`config.mk`:
```
export PLATFORM = sky130hd
export DESIGN_NAME = joystick_serial_scanner
export DESIGN_NICKNAME = d
export VERILOG_FILES = /design/src/rtl/joystick_serial_scanner.sv
export SDC_FILE = /design/constraint.sdc
export NUM_CORES = 1
export LEC_CHECK = 0
export BUFFER_PORTS_ARGS = -buffer_cell sky130_fd_sc_hd__buf_2
export CORE_ASPECT_RATIO = 0.75
export CORE_MARGIN = 8
export CORE_UTILIZATION = 54
export CTS_CLUSTER_SIZE = 12
export DETAILED_ROUTE_END_ITERATION = 8
export HOLD_SLACK_MARGIN = 0.05
export PLACE_DENSITY = 0.75
export SYNTH_ARGS = -nofsm -noshare
export SYNTH_HDL_FRONTEND = slang
export SYNTH_SLANG_ARGS = --single-unit
```
`constraint.sdc`:
```
create_clock -name clk -period 3.4 [get_ports clk]
set_input_delay 0.68 -clock clk [delete_from_list [all_inputs] [get_ports clk]]
set_output_delay 0.68 -clock clk [all_outputs]
set_load 0.02 [all_outputs]
```
`src/rtl/joystick_serial_scanner.sv`:
```
// Scans a 74HC165-style PISO chain carrying two DB9 joysticks and presents each
// as a debounced 5-bit FUDLR word (0 = pressed), updated only at frame commit.
module joystick_serial_scanner #(
  parameter int CLKDIV    = 4,
  parameter int NBITS     = 16,
  parameter int GAP_TICKS = 64
) (
  input  logic       clk,
  input  logic       rst,
  input  logic       enable,
  output logic       joy_load_n,
  output logic       joy_clk,
  input  logic       joy_data,
  output logic [4:0] joy1_fudlr,
  output logic [4:0] joy2_fudlr,
  output logic       scan_done
);

  localparam int DW = (CLKDIV > 1) ? $clog2(CLKDIV) : 1;
  localparam int BW = (NBITS > 1) ? $clog2(NBITS) : 1;
  localparam int GW = (GAP_TICKS > 1) ? $clog2(GAP_TICKS) : 1;

  typedef enum logic [2:0] {
    S_IDLE   = 3'd0,
    S_LOAD   = 3'd1,
    S_SLOW   = 3'd2,
    S_SHIGH  = 3'd3,
    S_COMMIT = 3'd4,
    S_GAP    = 3'd5
  } state_t;

  state_t           state, state_next;
  logic [DW-1:0]    divider;
  logic [BW-1:0]    bitcnt;
  logic [GW-1:0]    gapcnt;
  logic [NBITS-1:0] shreg;
  logic [NBITS-1:0] prev_frame;
  logic             tick;
  logic             last_bit;
  logic             last_gap;
  logic             load_n_d;
  logic             clk_d;
  logic             done_d;

  assign tick     = (divider == DW'(CLKDIV - 1));
  assign last_bit = (bitcnt == BW'(NBITS - 1));
  assign last_gap = (gapcnt == GW'(GAP_TICKS - 1));

  // State register
  always_ff @(posedge clk or posedge rst) begin
    if (rst) state <= S_IDLE;
    else     state <= state_next;
  end

  // Next-state logic
  always_comb begin
    state_next = state;
    case (state)
      S_IDLE:   if (tick && enable) state_next = S_LOAD;
      S_LOAD:   if (tick) state_next = S_SLOW;
      S_SLOW:   if (tick) state_next = S_SHIGH;
      S_SHIGH:  if (tick) state_next = last_bit ? S_COMMIT : S_SLOW;
      S_COMMIT: state_next = S_GAP;
      S_GAP:    if (tick && last_gap) state_next = enable ? S_LOAD : S_IDLE;
      default:  state_next = S_IDLE;
    endcase
  end

  // Pin levels are decoded from the upcoming state so the registered pins
  // change on the same edge as the state register.
  always_comb begin
    load_n_d = (state_next != S_LOAD);
    clk_d    = (state_next != S_SLOW);
    done_d   = (state_next == S_COMMIT);
  end

  always_ff @(posedge clk or posedge rst) begin
    if (rst) begin
      joy_load_n <= 1'b1;
      joy_clk    <= 1'b1;
      scan_done  <= 1'b0;
    end else begin
      joy_load_n <= load_n_d;
      joy_clk    <= clk_d;
      scan_done  <= done_d;
    end
  end

  // Divider, counters, deserialiser and two-frame debounce
  always_ff @(posedge clk or posedge rst) begin
    if (rst) begin
      divider    <= '0;
      bitcnt     <= '0;
      gapcnt     <= '0;
      shreg      <= '1;
      prev_frame <= '1;
      joy1_fudlr <= 5'b11111;
      joy2_fudlr <= 5'b11111;
    end else begin
      divider <= tick ? '0 : divider + 1'b1;
      if (state == S_LOAD && tick) bitcnt <= '0;
      if (state == S_SLOW && tick) shreg <= {shreg[NBITS-2:0], joy_data};
      if (state == S_SHIGH && tick && !last_bit) bitcnt <= bitcnt + 1'b1;
      if (state == S_COMMIT) begin
        gapcnt <= '0;
        // Only a frame seen twice in a row reaches the outputs.
        if (shreg == prev_frame) begin
          joy1_fudlr <= shreg[NBITS-1 -: 5];
          joy2_fudlr <= shreg[NBITS-9 -: 5];
        end
        prev_frame <= shreg;
      end
      if (state == S_GAP && tick && !last_gap) gapcnt <= gapcnt + 1'b1;
    end
  end

endmodule

```
=== Word level (Yosys, flattened, before mapping) ===
Cells that the tools add are included.

* Input port bits: 4
* Logic and storage cells: 53
* Register bits: 60

* Reductions and logical operators: 14
* $add $sub $neg: 3
* Equal/unequal tests: 12
* Multiplexer cells: 13

{| class="wikitable"
|+ Operators with widths
! cell !! number
|-
| two-way mux 3 bit || 6
|-
| case mux 3 bit (6 select lines) || 1
|-
| equality test 16 bit || 1
|-
| two-way mux 6 bit || 2
|-
| equality test 3 bit (second input constant) || 3
|-
| logical AND 1 bit || 8
|-
| two-way mux 4 bit || 2
|-
| adder 6 x 1 -> 6 bit (second input constant) || 1
|-
| equality test 3 x 2 -> 1 bit (second input constant) || 2
|-
| equality test 6 bit (second input constant) || 1
|-
| adder 4 x 1 -> 4 bit (second input constant) || 1
|-
| equality test 4 bit (second input constant) || 1
|-
| nonzero test 2 bit || 2
|-
| equality test 3 x 1 -> 1 bit (second input constant) || 1
|-
| logical NOT 3 bit || 1
|-
| != test 3 x 1 -> 1 bit (second input constant) || 1
|-
| != test 3 x 2 -> 1 bit (second input constant) || 1
|-
| adder 2 x 1 -> 2 bit (second input constant) || 1
|-
| equality test 2 bit (second input constant) || 1
|-
| logical NOT 1 bit || 2
|-
| two-way mux 2 bit || 1
|-
| AND reduction 2 bit || 1
|-
| two-way mux 1 bit || 1
|}

=== Logic depth before layout (Yosys ltp) ===
Gate-level depths: netlist of the first run.

* Depth in word-level cells: 5
* Mapped depth: 8
* Mapped depth without buffers: 6

=== Worst setup path before layout of the first run ===
OpenSTA, ideal clock, no wires.

* Path type: register -> register
* Start point: register divider[0]
* End point: register shreg[0]
* Setup slack: 1802 ps
* Required time: 3318 ps
* Data arrival time: 1516 ps
* Period minus slack after synthesis: 1598 ps
* Library setup time: 82 ps
* Stages on the path, launching flop included: 7
* Cells stage by stage: dfrtp_1 > ha_1 > buf_2 > nor4bb_1 > buf_2 > buf_4 > mux2_2

* Word-level cells in the longest chain between the ends: 2

{| class="wikitable"
|+ RTL lines
! item !! RTL line !! RTL
|-
| start, declared || 33 || <nowiki>logic [DW-1:0] divider;</nowiki>
|-
| start signal, assigned || 100 || <nowiki>divider <= tick ? '0 : divider + 1'b1;</nowiki>
|-
| equality test 2 bit || 45 || <nowiki>assign tick = (divider == DW'(CLKDIV - 1));</nowiki>
|-
| logical AND 1 bit || 102 || <nowiki>if (state == S_SLOW && tick) shreg <= {shreg[NBITS-2:0], joy_data};</nowiki>
|-
| end signal, assigned || 102 ||
|-
| end, declared || 36 || <nowiki>logic [NBITS-1:0] shreg;</nowiki>
|}

Every way passes these cells.
A chain may end at the register's enable or synchronous reset.

=== Final worst setup path of the first run ===
* Start point: register divider[0]
* End point: register shreg[7]

The elaborated chain is that of the path after synthesis.

==> results of run 1 <==
==> cell families after synthesis <==
family	after synthesis	synth area share
flip-flops	60	0.572
XOR/XNOR	18	0.0580
multiplexers	28	0.116
adder cells (fa/ha/maj)	3	0.0138
AO/OA/AOI/OAI	19	0.0428
buffers and inverters	14	0.0258
AND/OR/NAND/NOR	97	0.172
==> Yosys cell counts, drive strengths merged (2+ instances only) <==
library cell / n / area share
xnor2: 12 / 0.039
ha: 3 / 0.014
nor2: 12 / 0.017
mux2: 27 / 0.11
nor3: 3 / 0.0074
dfrtp: 16 / 0.15
nand3: 11 / 0.020
clkbuf: 3 / 0.0041
o21ai: 8 / 0.015
nand2: 54 / 0.075
a21oi: 4 / 0.0074
inv: 4 / 0.0055
o22ai: 2 / 0.0046
nand4: 7 / 0.022
buf: 7 / 0.016
xor2: 6 / 0.019
nand2b: 5 / 0.014
dfstp: 44 / 0.43
==> flip-flops by register name (all words and copies together), names as in the netlist, 2 cells and up <==
signal / flops
divider: 2
joy1_fudlr: 5
shreg: 16
bitcnt: 4
prev_frame: 16
joy2_fudlr: 5
gapcnt: 6
state: 3
==> per-layer routing <==
metal	share of wire	vias to the layer above	wire length (microns)
met5	0	-	0
met4	0.013	0	64
met3	0.058	6	284
met2	0.46	32	2230
met1	0.47	845	2310
li1	-	853	-
==> stage by stage <==
step / cells / setup slack, ns / area, sq um
finish: 323 / 1.32 / 3020
global route: 323 / 1.18 / 3020
CTS: 323 / 1.30 / 3020
detailed placement: 307 / 1.31 / 2850
global placement: 307 / 1.37 / 2850
floorplan: 239 / 1.31 / 2720
==> final timing paths <==
check | endpoint | depth (start not counted)
max in group asynchronous | joy2_fudlr[0] | 3
min in group clk | divider[0] | 1
setup reg to reg | shreg[7] | 3
setup / recovery | shreg[7] | 3
hold reg to reg | divider[0] | 1
hold / removal | state[1] | 2
==> final cells by class <==
type,count,area (sq um)
inverters,4,15.0
clock inverters,2,10.0
well taps,60,75.1
clock buffers,14,163
flip-flops and latches,60,1560
multi-input cells,165,1110
fillers,381,1850
repair buffers,18,95.1
==> where the power goes <==
group / total (uW) / internal, uW / switching (uW)
combinational: 26.2 / 8.18 / 18.0
clock: 559 / 303 / 257
sequential: 729 / 723 / 5.35
total: 1310 / 1030 / 280
==> flow_metrics.tcl, run 1 <==
set metrics [dict create \
    tightest_slew_ns 1.01 \
    ys_warn_count 0 \
    layout_common_cells "nand2_1, dfstp_2, mux2_2" \
    fin_tns_setup_ns 0 \
    critical-path-max-stage-delay_ns 0.88 \
    diodes 0 \
    clock_path_buffers 2 \
    critPathLaunch "divider[0]" \
    wl_microns 4900 \
    fin_crit_ns 2.08 \
    first_pass_iters 4 \
    die_area_sq_um 7590 \
    slowest_stage "nor4bb_4" \
    dr.first_iter.drc_count 78 \
    syn_to_final_growth_pct 11.1 \
    overflow 0 \
    critPathLaunchType "flip-flop" \
    fmax_ghz 0.482 \
    synth_area_sq_um 2720 \
    ioPinCount 17 \
    initial_core_util 0.558 \
    synth_seq_cells 60 \
    cts_sinks 60 \
    end_kind "flip-flop" \
    critical_path_class "reg -> reg" \
    drt-wirelength-per-cell_microns 15.2 \
    synthDistinctLibCells 35 \
    critPathRequiredTime_ns 3.66 \
    slew_headroom 0.328 \
    htreeDepth 3 \
    route.vias.total 1736 \
    powerDensity_nw_per_um2 435 \
    path_delay_family "simple AND/OR/NAND/NOR gates" \
    async_reset_ff_frac 1.00 \
    insertion_delay_ns 0.33 \
    dp_hpwl_microns 3340 \
    path_clk_slew_ns 0.06 \
    die_x_microns 97.9 \
    place.gp.congestion 0.816 \
    antenna_found_initial 0 \
    cts_tree "yes" \
    ys.flop_type "dfstp_2" \
    root_buffer "clkbuf_8" \
    detail-route-antenna-nets 0 \
    setup_viol 0 \
    utilization 0.620 \
    grt_pass1_vias 1699 \
    drive_gt1_frac 0.422 \
    yosysSeqAreaShare 0.572 \
    numCtsBuffers 9 \
    grt_pass1_wl_microns 8250 \
    r2r-start "divider[0]" \
    finalCritPeriodShare 0.611 \
    cellLeakagePower_uw 0.00132 \
    cap_violations 0 \
    synth_area_per_cell_sq_um 11.4 \
    syn_nets 246 \
    die_h_microns 77.5 \
    cp_cell_sequence "ha_1 -> nor4bb_4 -> mux2_2" \
    grt.busiest_layer "met2" \
    grt_max_degree 39 \
    final.setup_skew_ns 0.00517 \
    core-area_sq_um 4870 \
    use_met2 0.205 \
    holdBufCountCts 0 \
    finalHoldViolCount 0 \
    portBuffers 16 \
    slew_violations 0 \
    power_uw 1310 \
    reg2reg_setup_slack_ns 1.32 \
    status "finished, final reports clean" \
    crit_arrival_ns 2.34 \
    track_usage 0.139 \
    synth-edff-count 0 \
    ctsResizeCount 0 \
    grt.met3_usage 0.0588 \
    final_common_cell "nand2_1" \
    via_per_inst 5.37 \
    critPathMaxFanout 16 \
    rsz0062_at_grt "false" \
    drc_errors 0 \
    ir_drop_mv 0.239 \
    holdWs_ns 0.361 \
    hp-class "in -> async" \
    finalNetCount 265 \
    cp.buffers_inverters 0 \
    num_rows 22 \
    use_met1 0.170 \
    post_cts_buffers 0 \
    syn_inst 239 \
]
No activity file was read; power rests on OpenSTA's default activity.
==> run 2: changes to the inputs <==
--- a/config.mk
+++ b/config.mk
@@ -5,6 +5,7 @@
 export SDC_FILE = /design/constraint.sdc
 export NUM_CORES = 1
 export LEC_CHECK = 0
+export ABC_AREA = 1
 export BUFFER_PORTS_ARGS = -buffer_cell sky130_fd_sc_hd__buf_2
 export CORE_ASPECT_RATIO = 0.75
 export CORE_MARGIN = 8
@@ -12,7 +13,7 @@
 export CTS_CLUSTER_SIZE = 12
 export DETAILED_ROUTE_END_ITERATION = 8
 export HOLD_SLACK_MARGIN = 0.05
-export PLACE_DENSITY = 0.75
+export PLACE_DENSITY = 0.78
 export SYNTH_ARGS = -nofsm -noshare
 export SYNTH_HDL_FRONTEND = slang
 export SYNTH_SLANG_ARGS = --single-unit
==> constraint.sdc (replaced) <==
create_clock -name clk -period 1.82 [get_ports clk]
set_input_delay 0.364 -clock clk [delete_from_list [all_inputs] [get_ports clk]]
set_output_delay 0.364 -clock clk [all_outputs]
set_load 0.02 [all_outputs]
==> flow_metrics.tcl, run 2 <==
set metrics [dict create \
    core-area_sq_um 5210 \
    ys_warn_count 0 \
    initial_core_util 0.546 \
    diodes 0 \
    route.vias.total 2182 \
    finalCritPeriodShare 0.896 \
    overflow 0 \
    drive_gt1_frac 0.296 \
    layout_common_cells "nand2_1, dfstp_2, o21ai_0" \
    largestRegisters "prev_frame: 16 flops, shreg: 16 flops, gapcnt: 6 flops" \
    powerDensity_nw_per_um2 778 \
    cap_violations 0 \
    die_x_microns 99.8 \
    dp_hpwl_microns 3890 \
    cts_sinks 60 \
    critPathMaxFanout 6 \
    grt_pass1_wl_microns 10100 \
    utilization 0.620 \
    via_per_inst 5.12 \
    synth_area_sq_um 2840 \
    yosysSeqAreaShare 0.548 \
    root_buffer "clkbuf_8" \
    seqPwrFrac 0.540 \
    fin_crit_ns 1.63 \
    portBuffers 16 \
    drc_errors 0 \
    grt_max_degree 36 \
    critPathRequiredTime_ns 2.10 \
    wl_microns 5600 \
    clock_path_buffers 2 \
    first_pass_iters 6 \
    detail-route-antenna-nets 0 \
    cp_cell_sequence "inv_1 -> nand2_1 -> nand2_1 -> nor2_1 -> nand2_1 -> nor2_2 -> buf_4 -> nand4_1 -> nand2_1" \
    drt-wirelength-per-cell_microns 13.1 \
    critical_path_class "reg -> reg" \
    rr_worst_depth 9 \
    power_switching_uw 541 \
    yosys-top-cells-area "dfstp_2, dfrtp_1, nand2_1" \
    dpl-instance-area_sq_um 3040 \
    critical-path-max-stage-delay_ns 0.56 \
    synthTopCellsByCount "nand2_1, dfstp_2, o21ai_0" \
    yosysMostFrequentCell "nand2_1" \
    syn_to_final_growth_pct 13.7 \
    synth_seq_cells 60 \
    synthDistinctLibCells 28 \
    pwr-share-clk 0.435 \
    crit_arrival_ns 1.91 \
    ioPinCount 17 \
    syn_inst 319 \
    die_area_sq_um 7860 \
    slowest_stage "dfstp_2" \
    async_reset_ff_frac 1.00 \
    slew_headroom 0.715 \
    hp-class "in -> reg" \
    die_h_microns 78.8 \
    num_rows 23 \
    path_clk_slew_ns 0.06 \
    tightest_slew_ns 0.427 \
    cellLeakagePower_uw 0.00140 \
    cts_tree "yes" \
    finalNetCount 353 \
    final_common_cell "nand2_1" \
    antenna_found_initial 0 \
    reg2reg_setup_slack_ns 0.19 \
    numCtsBuffers 9 \
    insertion_delay_ns 0.35 \
    slew_violations 0 \
    synth-edff-count 0 \
    ir_drop_mv 0.797 \
    p_int_uw 1970 \
    swShare 0.215 \
    fin_tns_setup_ns 0 \
    htreeDepth 3 \
    track_usage 0.163 \
    yosysTopAreaCellShare 0.407 \
    min_path_cells 3 \
    grt_pass1_vias 2160 \
    dr.first_iter.drc_count 138 \
    post_cts_buffers 0 \
    p_comb_frac 0.025 \
    n_fill_cell 413 \
    cp_common_cell "nand2_1" \
    fmax_ghz 0.613 \
    end_kind "flip-flop" \
    critPathLaunchType "flip-flop" \
    rsz0062_at_grt "false" \
    status "finished, final reports clean" \
    setup_viol 0 \
    place.gp.congestion 0.821 \
    finalHoldViolCount 0 \
    synth_area_leader_cell "dfstp_2" \
    final.setup_skew_ns 0.0116 \
    syn_nets 326 \
    fin_area_sq_um 3230 \
    synth_area_per_cell_sq_um 8.91 \
    ys.flop_type "dfstp_2" \
]
[run 2: changes by cell type in the layout (fill, tap and decap cells not counted), sizes merged, moves of 2 or more]
cell,before,now
nand2,54,105
inv,4,36
o21ai,8,36
mux2,27,0
nand3,11,20
xnor2,12,4
buf,18,25
nand4,7,13
nand2b,5,0
nor2,12,16
a21oi,4,2
xor2,6,4
[run 2: logic make-up after synthesis]
kind of cell | after synthesis | share of synthesized area
and+or+nand+nor | 160 | 0.265
adders and majority gates | 3 | 0.0132
xor gates and xnor gates | 8 | 0.0247
buffers and inverters | 46 | 0.0731
DFF | 60 | 0.548
AOI/OAI and AO/OA | 42 | 0.0762
[run 2: per-stage QoR]
stage | hold slack [ns] | total power, uW | setup WS (ns) | instances
5_1_grt | 0.262 | 2610 | 0.0710 | 426
4_1_cts | 0.251 | 2550 | 0.199 | 426
3_5_place_dp | 0.380 | 1440 | 0.220 | 409
6_report | 0.261 | 2510 | 0.190 | 426
3_3_place_gp | 0.384 | 1440 | 0.233 | 409
2_1_floorplan | 0.403 | 1410 | 0.0441 | 319
[run 2: what timing repair did]
item | in CTS | in global routing
hold buffers | 1 | 0
hold endpoints to repair | 6 | 0
resized for setup | 0 | 0
[run 2: layer usage]
layer  track usage  part of all wire
met5             0                 0
met2         0.249              0.47
met3        0.0620             0.046
met1         0.203              0.47
met4        0.0693             0.018
[run 2: critical path, delay by kind of cell (launching register included)]
| family | cells | cell delay [ns] |
|---|---|---|
| buffers and inverters | 2 | 0.28 |
| flip-flops | 1 | 0.56 |
| AND/OR/NAND/NOR | 7 | 0.73 |
[run 2: layout make-up]
class | instances | area, sq um | area share
clock buffers | 14 | 173 | 0.0534
clock inverters | 2 | 10.0 | 0.00310
inverters | 36 | 138 | 0.0426
multi-input cells | 213 | 1080 | 0.333
flip-flops and latches | 60 | 1560 | 0.482
well taps | 75 | 93.8 | 0.0290
repair buffers | 26 | 183 | 0.0565
[run 2: path summary, 6_finish.rpt]
kind                            startpoint              to
worst max-delay path              shreg[6]   joy1_fudlr[0]
worst min-delay path              joy_data        shreg[0]
worst max register to register    shreg[6]   joy1_fudlr[0]
worst min register to register  divider[0]      divider[0]
max in group asynchronous              rst  prev_frame[14]
min in group asynchronous              rst       gapcnt[4]
[run 2: power groups by stage]
stage / sequential [uW] / clock, uW / combinational (uW)
after global placement: 1380 / 0 / 61.5
after detailed placement: 1380 / 0 / 62.6
after CTS: 1360 / 1130 / 64.5
after floorplan: 1380 / 0 / 37.9
final: 1360 / 1090 / 62.7
after global routing: 1360 / 1180 / 73.5
==> run 3: changes to the inputs <==
--- a/config.mk
+++ b/config.mk
@@ -7,13 +7,15 @@
 export LEC_CHECK = 0
 export ABC_AREA = 1
 export BUFFER_PORTS_ARGS = -buffer_cell sky130_fd_sc_hd__buf_2
+export CELL_PAD_IN_SITES_DETAIL_PLACEMENT = 1
+export CELL_PAD_IN_SITES_GLOBAL_PLACEMENT = 1
 export CORE_ASPECT_RATIO = 0.75
 export CORE_MARGIN = 8
-export CORE_UTILIZATION = 54
+export CORE_UTILIZATION = 42
 export CTS_CLUSTER_SIZE = 12
 export DETAILED_ROUTE_END_ITERATION = 8
 export HOLD_SLACK_MARGIN = 0.05
-export PLACE_DENSITY = 0.78
+export PLACE_DENSITY_LB_ADDON = 0.15
 export SYNTH_ARGS = -nofsm -noshare
 export SYNTH_HDL_FRONTEND = slang
 export SYNTH_SLANG_ARGS = --single-unit
==> flow_metrics.tcl, run 3 (synthesized netlist as in run 2, its figures left out) <==
set metrics [dict create \
    status "finished, final reports clean" \
    htreeDepth 3 \
    rr_worst_depth 9 \
    setup_viol 0 \
    n_fill_cell 787 \
    final_common_cell "nand2_1" \
    largestRegisters "prev_frame: 16 flops, shreg: 16 flops, gapcnt: 6 flops" \
    grt.busiest_layer "met2" \
    drive_gt1_frac 0.290 \
    reg2reg_setup_slack_ns 0.15 \
    hp-class "in -> async" \
    grt_max_degree 38 \
    die_area_sq_um 9680 \
    critical_path_class "reg -> reg" \
    die_x_microns 111 \
    diodes 0 \
    route.vias.total 2140 \
    final.setup_skew_ns 0.00726 \
    overflow 0 \
    cts_tree "yes" \
    dr.first_iter.drc_count 99 \
    use_met2 0.203 \
    critPathMaxFanout 11 \
    critPathLaunchType "flip-flop" \
    drt-wirelength-per-cell_microns 13.9 \
    grt_pass1_vias 2206 \
    cp_common_cell "nand2_1" \
    cap_violations 0 \
    r2r-start "shreg[13]" \
    track_usage 0.137 \
    core-area_sq_um 6670 \
    drc_errors 0 \
    wl_microns 5990 \
    power_uw 2500 \
    use_met1 0.182 \
    final_cells 432 \
    clock_path_buffers 2 \
    holdBufCountCts 0 \
    finalNetCount 350 \
    fin_tns_setup_ns 0 \
    numCtsBuffers 9 \
    cts_sinks 60 \
    post_cts_buffers 0 \
    finalCritPeriodShare 0.918 \
    via_per_inst 4.95 \
    ir_drop_mv 0.354 \
    first_pass_iters 4 \
    insertion_delay_ns 0.34 \
    fmax_ghz 0.599 \
    slew_headroom 0.671 \
    die_h_microns 87.2 \
    rsz0062_at_grt "false" \
    place_inst 416 \
    antenna_found_initial 0 \
    finalHoldViolCount 0 \
    layout_common_cells "nand2_1, dfstp_2, o21ai_0" \
    reg2reg_to "joy2_fudlr[3]" \
    slowest_stage "dfstp_2" \
    detail-route-antenna-nets 0 \
    tightest_slew_ns 0.493 \
    syn_to_final_growth_pct 13.2 \
    root_buffer "clkbuf_8" \
    ioPinCount 17 \
    initial_core_util 0.426 \
    fin_crit_ns 1.67 \
    path_clk_slew_ns 0.06 \
    portBuffers 16 \
    critical-path-max-stage-delay_ns 0.56 \
    ctsResizeCount 0 \
    critPathRequiredTime_ns 2.08 \
    dp_hpwl_microns 4310 \
    grt.met3_usage 0.0413 \
    grt_pass1_wl_microns 10600 \
    cellLeakagePower_uw 0.00138 \
    crit_arrival_ns 1.93 \
    slew_violations 0 \
    end_kind "flip-flop" \
    cp_cell_sequence "inv_1 -> nand2_1 -> nand2_1 -> nor2_1 -> nand2_1 -> nor2_4 -> nand3_4 -> nand2_1 -> nand2_1" \
    powerDensity_nw_per_um2 778 \
    num_rows 26 \
    place.gp.congestion 0.806 \
]
## run 3: cell count changes in the layout (fill, tap and decap cells not counted), sizes merged
cell	change
buf	-2
clkbuf	+1
clkinv	-1
dlygate4sd3	-1
## run 3: stage by stage
stage	setup WS (ns)	area, sq um	utilization	hold WS (ns)
floorplan	0.0441	2840	-	0.403
global placement	0.166	3030	0.455	0.417
detailed placement	0.154	3030	0.455	0.421
CTS	0.142	3220	0.482	0.0569
global route	0.000719	3220	0.482	0.0687
finish	0.150	3220	0.482	0.0423
## run 3: worst max-delay path by stage
| stage | start | to | cells past startpoint |
|---|---|---|---|
| final | shreg[13] | joy2_fudlr[3] | 9 |
| after global routing | shreg[13] | joy2_fudlr[3] | 9 |
| after CTS | shreg[13] | joy2_fudlr[3] | 9 |
| after detailed placement | shreg[13] | joy2_fudlr[3] | 9 |
| after global placement | shreg[13] | joy2_fudlr[3] | 9 |
| after floorplan | rst | bitcnt[0] | 1 |
## run 3: per-layer routing
layer  share of wire  vias up  wire length [microns]
met3           0.030        7                    177
li1                -     1076                      -
met1            0.51     1038                   3030
met5               0        -                      0
met2            0.45       19                   2720
met4          0.0097        0                     58
## run 3: cell type report
type / instances / area [sq um] / area share
clock buffer: 15 / 176 / 0.0549
sequential: 60 / 1560 / 0.484
tap: 84 / 105 / 0.0327
timing repair buffer: 23 / 158 / 0.0490
clock inverter: 1 / 5.00 / 0.00156
inverter: 36 / 138 / 0.0428
multi-input combinational: 213 / 1080 / 0.335
## run 3: where the power goes
| group | internal (uW) | switching, uW |
|---|---|---|
| sequential | 1350 | 7.33 |
| combinational | 17.0 | 43.4 |
| clock | 605 | 478 |
| total | 1970 | 529 |
## run 3: critical path, delay by kind of cell (launching register included)
kind / cells / cell delay [ns]
buf+inv: 1 / 0.07
flops: 1 / 0.56
simple gates: 8 / 0.97
